`config.mk`:
```
export PLATFORM = sky130hd
export DESIGN_NAME = seg7_scan_decoder
export DESIGN_NICKNAME = d
export VERILOG_FILES = /design/src/rtl/seg7_scan_decoder.sv
export SDC_FILE = /design/constraint.sdc
export NUM_CORES = 1
export LEC_CHECK = 0
export CORE_ASPECT_RATIO = 1.2
export CORE_MARGIN = 1.5
export CORE_UTILIZATION = 45
export CTS_CLUSTER_DIAMETER = 50
export DETAILED_ROUTE_END_ITERATION = 6
export GPL_ROUTABILITY_DRIVEN = 0
export PLACE_DENSITY = 0.74
export SYNTH_ARGS = -nofsm -noshare
export SYNTH_HDL_FRONTEND = slang
export SYNTH_SLANG_ARGS = --single-unit
```
`constraint.sdc`:
```
create_clock -name clk_i -period 6 [get_ports clk_i]
set_clock_uncertainty 0.1 [all_clocks]
set_input_delay 1.2 -clock clk_i [delete_from_list [all_inputs] [get_ports clk_i]]
set_output_delay 1.2 -clock clk_i [all_outputs]
set_load 0.005 [all_outputs]
```
`src/rtl/seg7_scan_decoder.sv`:
```
// -----------------------------------------------------------------------------
// seg7_scan_decoder
//   Watches a multiplexed 7-segment display bus and recovers the hex value
//   shown on each digit. A {an_i, seg_i} pattern must stay unchanged for
//   STABLE_CYCLES cycles before it is captured, which filters scan glitches.
//   Each display dwell is captured at most once. Illegal segment patterns set
//   a sticky error. frame_o pulses once after every digit has been captured.
//
// Ports
//   clk_i          rising-edge clock
//   rst_i          synchronous active-high reset
//   seg_i          segment lines {A..G}, A = bit 6, active high
//   an_i           one-hot digit select, bit k = digit k
//   clear_i        drops captured/valid/blank/error state (digits_o kept)
//   digits_o       decoded nibble per digit, digit k at [4k+3:4k]
//   digit_valid_o  digit k holds a decoded hex value
//   blank_o        digit k was last captured as blank
//   frame_o        one-cycle pulse when all digits have been captured
//   err_o          sticky illegal-pattern flag
//   err_digit_o    digit index of the first illegal capture
// -----------------------------------------------------------------------------
module seg7_scan_decoder #(
  parameter int   NUM_DIGITS    = 4,
  parameter int   STABLE_CYCLES = 4,
  localparam int  DW            = (NUM_DIGITS > 1) ? $clog2(NUM_DIGITS) : 1
) (
  input  logic                    clk_i,
  input  logic                    rst_i,
  input  logic [6:0]              seg_i,
  input  logic [NUM_DIGITS-1:0]   an_i,
  input  logic                    clear_i,
  output logic [4*NUM_DIGITS-1:0] digits_o,
  output logic [NUM_DIGITS-1:0]   digit_valid_o,
  output logic [NUM_DIGITS-1:0]   blank_o,
  output logic                    frame_o,
  output logic                    err_o,
  output logic [DW-1:0]           err_digit_o
);

  localparam int             CW         = $clog2(STABLE_CYCLES + 1);
  localparam int             SW         = NUM_DIGITS + 7;
  localparam logic [CW-1:0]  STABLE_MAX = CW'(STABLE_CYCLES);

  typedef enum logic [1:0] {IDLE, SETTLE, HELD} state_t;
  typedef enum logic [1:0] {SEG_HEX, SEG_BLANK, SEG_ILLEGAL} seg_class_t;

  typedef struct packed {
    seg_class_t cls;
    logic [3:0] value;
  } decode_t;

  state_t                  state, state_n;
  logic [CW-1:0]           cnt, cnt_n, cnt_inc;
  logic [SW-1:0]           prev_sample;
  logic [NUM_DIGITS-1:0]   mask, mask_n;
  logic [DW-1:0]           an_idx;
  logic                    an_onehot;
  logic                    changed;
  logic                    capture_go;
  decode_t                 dec;

  assign an_onehot = $onehot(an_i);
  assign changed   = ({an_i, seg_i} != prev_sample);
  assign cnt_inc   = (cnt == STABLE_MAX) ? cnt : cnt + CW'(1);
  assign mask_n    = mask | an_i;

  // Exact-match segment decode; anything outside the table is illegal.
  always_comb begin
    dec = '{cls: SEG_HEX, value: 4'h0};
    unique case (seg_i)
      7'h7E: dec.value = 4'h0;
      7'h30: dec.value = 4'h1;
      7'h6D: dec.value = 4'h2;
      7'h79: dec.value = 4'h3;
      7'h33: dec.value = 4'h4;
      7'h5B: dec.value = 4'h5;
      7'h5F: dec.value = 4'h6;
      7'h70: dec.value = 4'h7;
      7'h7F: dec.value = 4'h8;
      7'h7B: dec.value = 4'h9;
      7'h77: dec.value = 4'hA;
      7'h1F: dec.value = 4'hB;
      7'h4E: dec.value = 4'hC;
      7'h3D: dec.value = 4'hD;
      7'h4F: dec.value = 4'hE;
      7'h47: dec.value = 4'hF;
      7'h00: dec.cls   = SEG_BLANK;
      default: dec.cls = SEG_ILLEGAL;
    endcase
  end

  always_comb begin
    an_idx = '0;
    for (int k = 0; k < NUM_DIGITS; k++) begin
      if (an_i[k]) an_idx = DW'(k);
    end
  end

  // Next-state logic. A capture happens on the cycle the run of identical
  // samples reaches STABLE_CYCLES; HELD blocks a second capture of the same
  // dwell until the bus changes.
  always_comb begin
    // NOTE: every combinational output gets a default first so no path leaves
    // it unassigned, which would otherwise infer a latch.
    state_n    = state;
    cnt_n      = cnt;
    capture_go = 1'b0;
    if (!an_onehot) begin
      state_n = IDLE;
      cnt_n   = '0;
    end else if (state == HELD && !changed) begin
      cnt_n = cnt_inc;
    end else begin
      cnt_n = changed ? CW'(1) : cnt_inc;
      if (cnt_n == STABLE_MAX) begin
        capture_go = 1'b1;
        state_n    = HELD;
      end else begin
        state_n = SETTLE;
      end
    end
  end

  // NOTE: sequential state uses non-blocking assignments only, so every
  // register samples pre-edge values regardless of statement order.
  always_ff @(posedge clk_i) begin
    if (rst_i) begin
      // NOTE: the digit store is reset as well because its contents drive
      // digits_o directly and must read zero after reset.
      state         <= IDLE;
      cnt           <= '0;
      prev_sample   <= '0;
      mask          <= '0;
      digits_o      <= '0;
      digit_valid_o <= '0;
      blank_o       <= '0;
      frame_o       <= 1'b0;
      err_o         <= 1'b0;
      err_digit_o   <= '0;
    end else begin
      state       <= state_n;
      cnt         <= cnt_n;
      prev_sample <= {an_i, seg_i};
      frame_o     <= 1'b0;
      if (clear_i) begin
        // Clear wins over a same-cycle capture; the FSM still moves to HELD
        // so the discarded dwell is not captured later.
        mask          <= '0;
        digit_valid_o <= '0;
        blank_o       <= '0;
        err_o         <= 1'b0;
        err_digit_o   <= '0;
      end else if (capture_go) begin
        for (int k = 0; k < NUM_DIGITS; k++) begin
          if (an_i[k]) begin
            digit_valid_o[k] <= (dec.cls == SEG_HEX);
            blank_o[k]       <= (dec.cls == SEG_BLANK);
            if (dec.cls == SEG_HEX) digits_o[4*k +: 4] <= dec.value;
          end
        end
        if (dec.cls == SEG_ILLEGAL && !err_o) begin
          err_o       <= 1'b1;
          err_digit_o <= an_idx;
        end
        // The completing capture starts an empty mask for the next frame.
        if (mask_n == '1) begin
          mask    <= '0;
          frame_o <= 1'b1;
        end else begin
          mask <= mask_n;
        end
      end
    end
  end

endmodule
```
==> impl_metrics.csv, run 1 <==
group,metric,value,unit
synth,ys_ff_latch,48,
finish,fillers,477,
grt,grt_pass1_vias,1810,
synth,synth_area,0.002566,mm²
clocking,clk_latency,0.29,ns
synth,synth.distinct_cells,57,
synth,synth-simple-area-share,27.06,%
sta,rsz0062_at_grt,"no",
min_path,hold_end,"blank_o[0]$_SDFFE_PP0P_",
synth,yosysSeqAreaShare,37.45,%
die,fp-row-count,29,
die,die-height,85.73,µm
pwr,ir_drop,0.09501,mV
status,status,"finished clean",
route,wl,5.153,mm
sta,setup_tns,0,ns
clocking,cts_resized,0,
critical_path,critPathMaxFanout,6,
clocking,post_cts_buffers,0,
critical_path,path_class,"input pin to flop",
die,boundaryPins,42,
clocking,cts_root_buf,"clkbuf_8",
die,initial_core_util,47.47,%
route,post_drt_wl_per_cell,14.35,µm
sta,maxSlewViolCount,0,
route,drt_iter0_markers,89,
route,drc,0,
critical_path,timing.rr.start,"cnt[0]$_SDFF_PP0_",
synth,yosys_most_used_dff,"dfxtp_1",
pwr,p_leak,1.241,nW
clocking,cts_hold_buf,0,
placed_design,numPortBuffers,41,
die,coreArea,0.005406,mm²
finish,drive_above_1_share,9.764,%
finish,synthToLayoutAreaGrowth,19.89,%
sta,worst_pin_slew,0.7736,ns
sta,period_needed,4.274,ns
critical_path,r2r-end,"digits_o[12]$_SDFFE_PP0P_",
die,die_x,71.94,µm
synth,synth_compound_area_share,13.31,%
min_path,hold_path_class,"flop to flop",
sta,whs,0.3638,ns
synth,synth.area.mux_share,10.53,%
min_path,min_path_cells,2,
sta,period_share,71.24,%
flow_run,maxCapViolCount,0,
synth,synthArstFlopShare,0,%
synth,synth_edf_count,0,
grt,overflow,0,
route,via_per_inst,5.487,
synth,yosys.area.top_type,"dfxtp_1",
synth,synthTopCellsByArea,"dfxtp_1, mux2i_1, nand2b_1",
die,dieArea,0.006167,mm²
finish,num-nets-final,316,
critical_path,r2r_setup_slack,3.49,ns
sta,hold_viol,0,
synth,synthAdderAreaFrac,2.730,%
synth,avgSynthCellArea,9.757,µm²
route,ant_nets,0,
clocking,clockBufferDepth,2,
grt,antenna_found_initial,0,
critical_path,required,6.12,ns
critical_path,startpoint,"an_i[3]",
grt,grt_pass1_wl,8.859,mm
grt,grt_use_total,18.05,%
synth,syn-num-nets,282,
synth,synth_top_area_share,37.45,%
synth,yosys_warnings,0,
min_path,hp-start,"blank_o[0]$_SDFFE_PP0P_",
critical_path,end_kind,"flop",
synth,synth_top_family_by_area,"simple AND/OR/NAND/NOR gates",
synth,synthXorXnorAreaFrac,4.437,%
clocking,htree_num_levels,2,
clocking,cts_tree,"yes",
sta,maxSlewHeadroom,48.34,%
route,firstDrtPassIters,4,
critical_path,start_kind,"input pin",
clocking,numCtsBuffers,5,
sta,fmax,234.0,MHz
clocking,clk_pin_slew,0.08,ns
route,num_vias,1970,
clocking,clkSinkCount,48,
critical_path,arrival,4.39,ns
critical_path,reg2regPathDepth,7,
synth,syn_inst,263,
placed_design,dp_hpwl,3.730,mm
finish,diodes,0,
pwr,pwr_density_cell,188.1,mW/mm²
sta,report.final.setup_viol,0,
grt,grt_max_degree,37,
-- critical path, cell delays in order --
cell             delay (ns)
clkdlybuf4s50_1        0.59
inv_1                  0.17
fa_1                   0.50
inv_1                  0.04
ha_1                   0.17
ha_1                   0.27
nor3b_1                0.33
nand2_1                0.33
nor4_1                 0.30
and4_1                 0.29
mux2i_1                0.20
-- Yosys cell counts (2+ instances only) --
library cell and n:
nand3_2 4, o21bai_1 2, and3_1 4, nor4_2 3
nor2b_1 10, nor2_1 9, nor3b_1 2, nand2b_1 25
xnor2_1 13, clkbuf_1 7, nand3_1 3, o211ai_2 3
ha_1 4, dfxtp_1 48, nand2_1 17, a311oi_1 2
nand3b_1 2, or4b_1 2, mux2i_1 27, and2_1 2
nand4b_1 4, inv_1 12, o21ai_0 5, buf_2 8
a21boi_0 4, nand4_1 3, a32o_1 2, o22ai_1 2
a21oi_1 6
-- how the worst max path moves through the flow --
stage / end / slack, ns / depth (start not counted)
after global routing: err_digit_o[0]$_SDFFE_PP0P_ / 1.45 / 11
after detailed placement: err_digit_o[0]$_SDFFE_PP0P_ / 1.42 / 11
final: err_digit_o[0]$_SDFFE_PP0P_ / 1.73 / 11
after floorplan: err_digit_o[1]$_SDFFE_PP0P_ / 2.37 / 10
after CTS: err_digit_o[0]$_SDFFE_PP0P_ / 1.72 / 11
after global placement: err_digit_o[0]$_SDFFE_PP0P_ / 1.51 / 11
-- metal layers --
| layer | up-vias | share of wire (%) | global-route usage (%) |
|---|---|---|---|
| met5 | - | 0 | 0 |
| met4 | 0 | 1.3 | 5.146 |
| met3 | 6 | 2.3 | 2.468 |
| met2 | 32 | 49 | 29.55 |
| met1 | 936 | 48 | 24.82 |
| li1 | 996 | - | - |
-- flip-flops by register name (all words and copies together), names as in the netlist --
register	cells
blank_o	4
frame_o	1
state	2
err_digit_o	2
digits_o	16
cnt	3
digit_valid_o	4
prev_sample	11
err_o	1
mask	4
-- kinds of logic (layout without fill, tap and decap cells) --
group	Yosys count	in the layout
adder cells (fa/ha/maj)	5	5
AO/OA/AOI/OAI	39	39
multiplexers	27	27
XOR/XNOR	13	13
flip-flops	48	48
AND/OR/NAND/NOR	103	103
buffers and inverters	28	62
-- cells in the final DEF, fill, tap and decap left out, types with 2 or more instances in the layout --
master and instances:
and3_1 4, nand2_1 17, nor4_2 3, nand3b_1 2, nor2b_1 10, clkbuf_8 5, nand3_1 3, mux2i_1 27
a32o_1 2, dfxtp_1 48, a311oi_1 2, clkdlybuf4s50_1 41, nand3_2 4, buf_4 2, and2_1 2, o211ai_2 3
ha_1 4, inv_1 12, nand4b_1 4, o22ai_1 2, a21oi_1 6, a21boi_0 4, o21bai_1 2, o21ai_0 5
nor3b_1 2, xnor2_1 13, nand2b_1 25, or4b_1 2, nor2_1 9, nand4_1 3
-- final cells by class --
class,count,area [µm²],area share (%)
multi-input combinational,187,1490,48.43
clock buffer,6,72.57,2.359
clock inverter,1,5.005,0.1627
sequential,48,960.9,31.23
tap,62,77.57,2.521
inverter,12,45.04,1.464
timing repair buffer,43,425.4,13.83
-- power by group --
part | internal [mW] | total, mW | switching (mW)
registers | 0.324 | 0.326 | 0.00284
clock network | 0.0794 | 0.177 | 0.0975
logic | 0.0321 | 0.0754 | 0.0433
-- stage by stage --
stage / std cells / instance area, µm² / utilization (%) / setup WS (ns) / total power [mW]
after global placement: 352 / 2999 / 55.47 / 1.513 / 0.4080
after CTS: 359 / 3077 / 56.91 / 1.724 / 0.5856
after floorplan: 263 / 2566 / - / 2.372 / 0.3869
after global routing: 359 / 3077 / 56.91 / 1.450 / 0.6092
after detailed placement: 352 / 2999 / 55.47 / 1.416 / 0.4093
final: 359 / 3077 / 56.91 / 1.726 / 0.5788
Note: power is estimated with default switching activity, not from simulation.
==> inputs of run 2 (changes only) <==
==> constraint.sdc (replaced) <==
create_clock -name clk_i -period 4.3 [get_ports clk_i]
set_clock_uncertainty 0.1 [all_clocks]
set_input_delay 0.86 -clock clk_i [delete_from_list [all_inputs] [get_ports clk_i]]
set_output_delay 0.86 -clock clk_i [all_outputs]
set_load 0.005 [all_outputs]
==> run 2 against run 1 <==
Clock power increased by 79%. Utilization rose by 0.97 points. Combinational power increased by 45%. Die area is the same. Total power grew 52%. Sequential power grew 40%. Largest cell class unchanged.
==> impl_metrics.csv, run 2 (synthesis gave the netlist of run 1 again) <==
group,metric,value,unit
die,die-height,85.73,µm
route,num_vias,2004,
sta,worst_pin_slew,0.8144,ns
clocking,cts_hold_buf,0,
critical_path,cp_cell_sequence,"clkdlybuf4s50_1 > inv_1 > fa_1 > inv_1 > ha_1 > ha_1 > nor3b_1 > nand2_1 > nor4_1 > and4_1 > mux2i_1",
finish,post-route-util,57.88,%
finish,synthToLayoutAreaGrowth,21.94,%
finish,layout_common_cells,"dfxtp_1, clkdlybuf4s50_1, mux2i_1, nand2b_1, nand2_1",
flow_run,maxCapViolCount,0,
die,fp-row-count,29,
sta,period_needed,3.949,ns
critical_path,crit_buf_inv,3,
finish,num-nets-final,319,
status,status,"finished clean",
die,boundaryPins,42,
critical_path,path_class,"input pin to flop",
clocking,cts_tree,"yes",
critical_path,max_stage_delay,0.57,ns
pwr,p_leak,1.270,nW
placed_design,dp_slack,0.09024,ns
route,post_drt_wl_per_cell,14.75,µm
placed_design,numPortBuffers,41,
critical_path,required,4.43,ns
clocking,clk_pin_slew,0.09,ns
die,dieArea,0.006167,mm²
critical_path,critPathMaxFanout,6,
sta,hold_viol,0,
sta,report.final.setup_viol,0,
finish,largest_register_ff_count,16,
placed_design,placed_area,0.003022,mm²
grt,grt_max_degree,25,
sta,maxSlewHeadroom,45.62,%
grt,grt_use_total,18.62,%
route,drt_iter0_markers,86,
clocking,clkSinkCount,48,
critical_path,start_kind,"input pin",
route,via_per_inst,5.521,
critical_path,slowest_stage,"clkdlybuf4s50_1",
finish,seqCellArea,960.9,µm²
clocking,cts_root_buf,"clkbuf_8",
die,coreArea,0.005406,mm²
route,firstDrtPassIters,4,
finish,multi_input_area,0.001490,mm²
finish,diodes,0,
finish,fin_area,0.003129,mm²
sta,period_share,91.83,%
critical_path,end_kind,"flop",
pwr,ir_drop,0.1801,mV
finish,final_common_cell,"dfxtp_1",
sta,rsz0062_at_grt,"no",
route,ant_nets,0,
grt,antenna_found_initial,0,
clocking,post_cts_buffers,0,
placed_design,dp_hpwl,3.889,mm
clocking,numCtsBuffers,5,
grt,grt_pass1_vias,1927,
grt,overflow,0,
placed_design,dp_cells,355,
sta,maxSlewViolCount,0,
grt,grt_pass1_wl,9.156,mm
clocking,clk_latency,0.30,ns
sta,setup_tns,0,ns
die,die_x,71.94,µm
clocking,cts_resized,0,
pwr,pwr_density_cell,281.1,mW/mm²
finish,reg.largest.list,"digits_o: 16 flops, prev_sample: 11 flops",
clocking,htree_num_levels,2,
finish,fillers,478,
finish,drive_above_1_share,10.96,%
sta,fmax,253.2,MHz
route,wl,5.355,mm
finish,final_cells,363,
finish,largest_register,"digits_o",
die,initial_core_util,47.47,%
route,drc,0,
critical_path,critPathTopFamily,"simple AND/OR/NAND/NOR gates",
critical_path,arrival,4.08,ns
pwr,fin_total_pwr,0.8798,mW
min_path,hold_path_class,"flop to flop",
sta,whs,0.3615,ns
sta,setup_ws,0.3512,ns
clocking,clockBufferDepth,2,
==> run 2: cell count changes in the layout (fill, tap and decap cells not counted) <==
cell / delta
buf_4: +3
bufinv_16: +1
==> run 2: final timing paths <==
check / from / to / slack [ns] / cells after the start
hold reg to reg: digit_valid_o[3]$_SDFFE_PP0P_ / digit_valid_o[3]$_SDFFE_PP0P_ / 0.36 / 2
setup reg to reg: cnt[0]$_SDFF_PP0_ / err_digit_o[0]$_SDFFE_PP0P_ / 1.78 / 7
setup / recovery: an_i[1] / err_digit_o[0]$_SDFFE_PP0P_ / 0.35 / 11
hold / removal: digit_valid_o[3]$_SDFFE_PP0P_ / digit_valid_o[3]$_SDFFE_PP0P_ / 0.36 / 2
==> run 2: final cells by class <==
cell class | count | area share, %
inverters | 12 | 1.439
well taps | 62 | 2.479
clock buffers | 6 | 2.319
repair buffers | 46 | 14.31
multi-input cells | 187 | 47.62
clock inverters | 2 | 1.120
flip-flops and latches | 48 | 30.71
==> run 2: per-layer routing <==
metal,vias to the layer above,share of wire (%),global-route usage [%]
li1,1005,-,-
met1,965,46,23.83
met2,29,50,31.65
met3,5,2.4,3.173
met4,0,1.5,6.175
met5,-,0,0
==> run 2: worst min-delay path, delay by kind of cell, from the launching register on <==
kind          cells  cell delay (ns)
flops             1             0.32
simple gates      1             0.05
mux               1             0.05
==> run 2: report_power, final <==
part           total [mW]  internal [mW]  switching [mW]
sequential          0.455          0.452         0.00381
combinational       0.109         0.0466          0.0621
clock               0.316          0.173           0.143
total               0.880          0.671           0.209
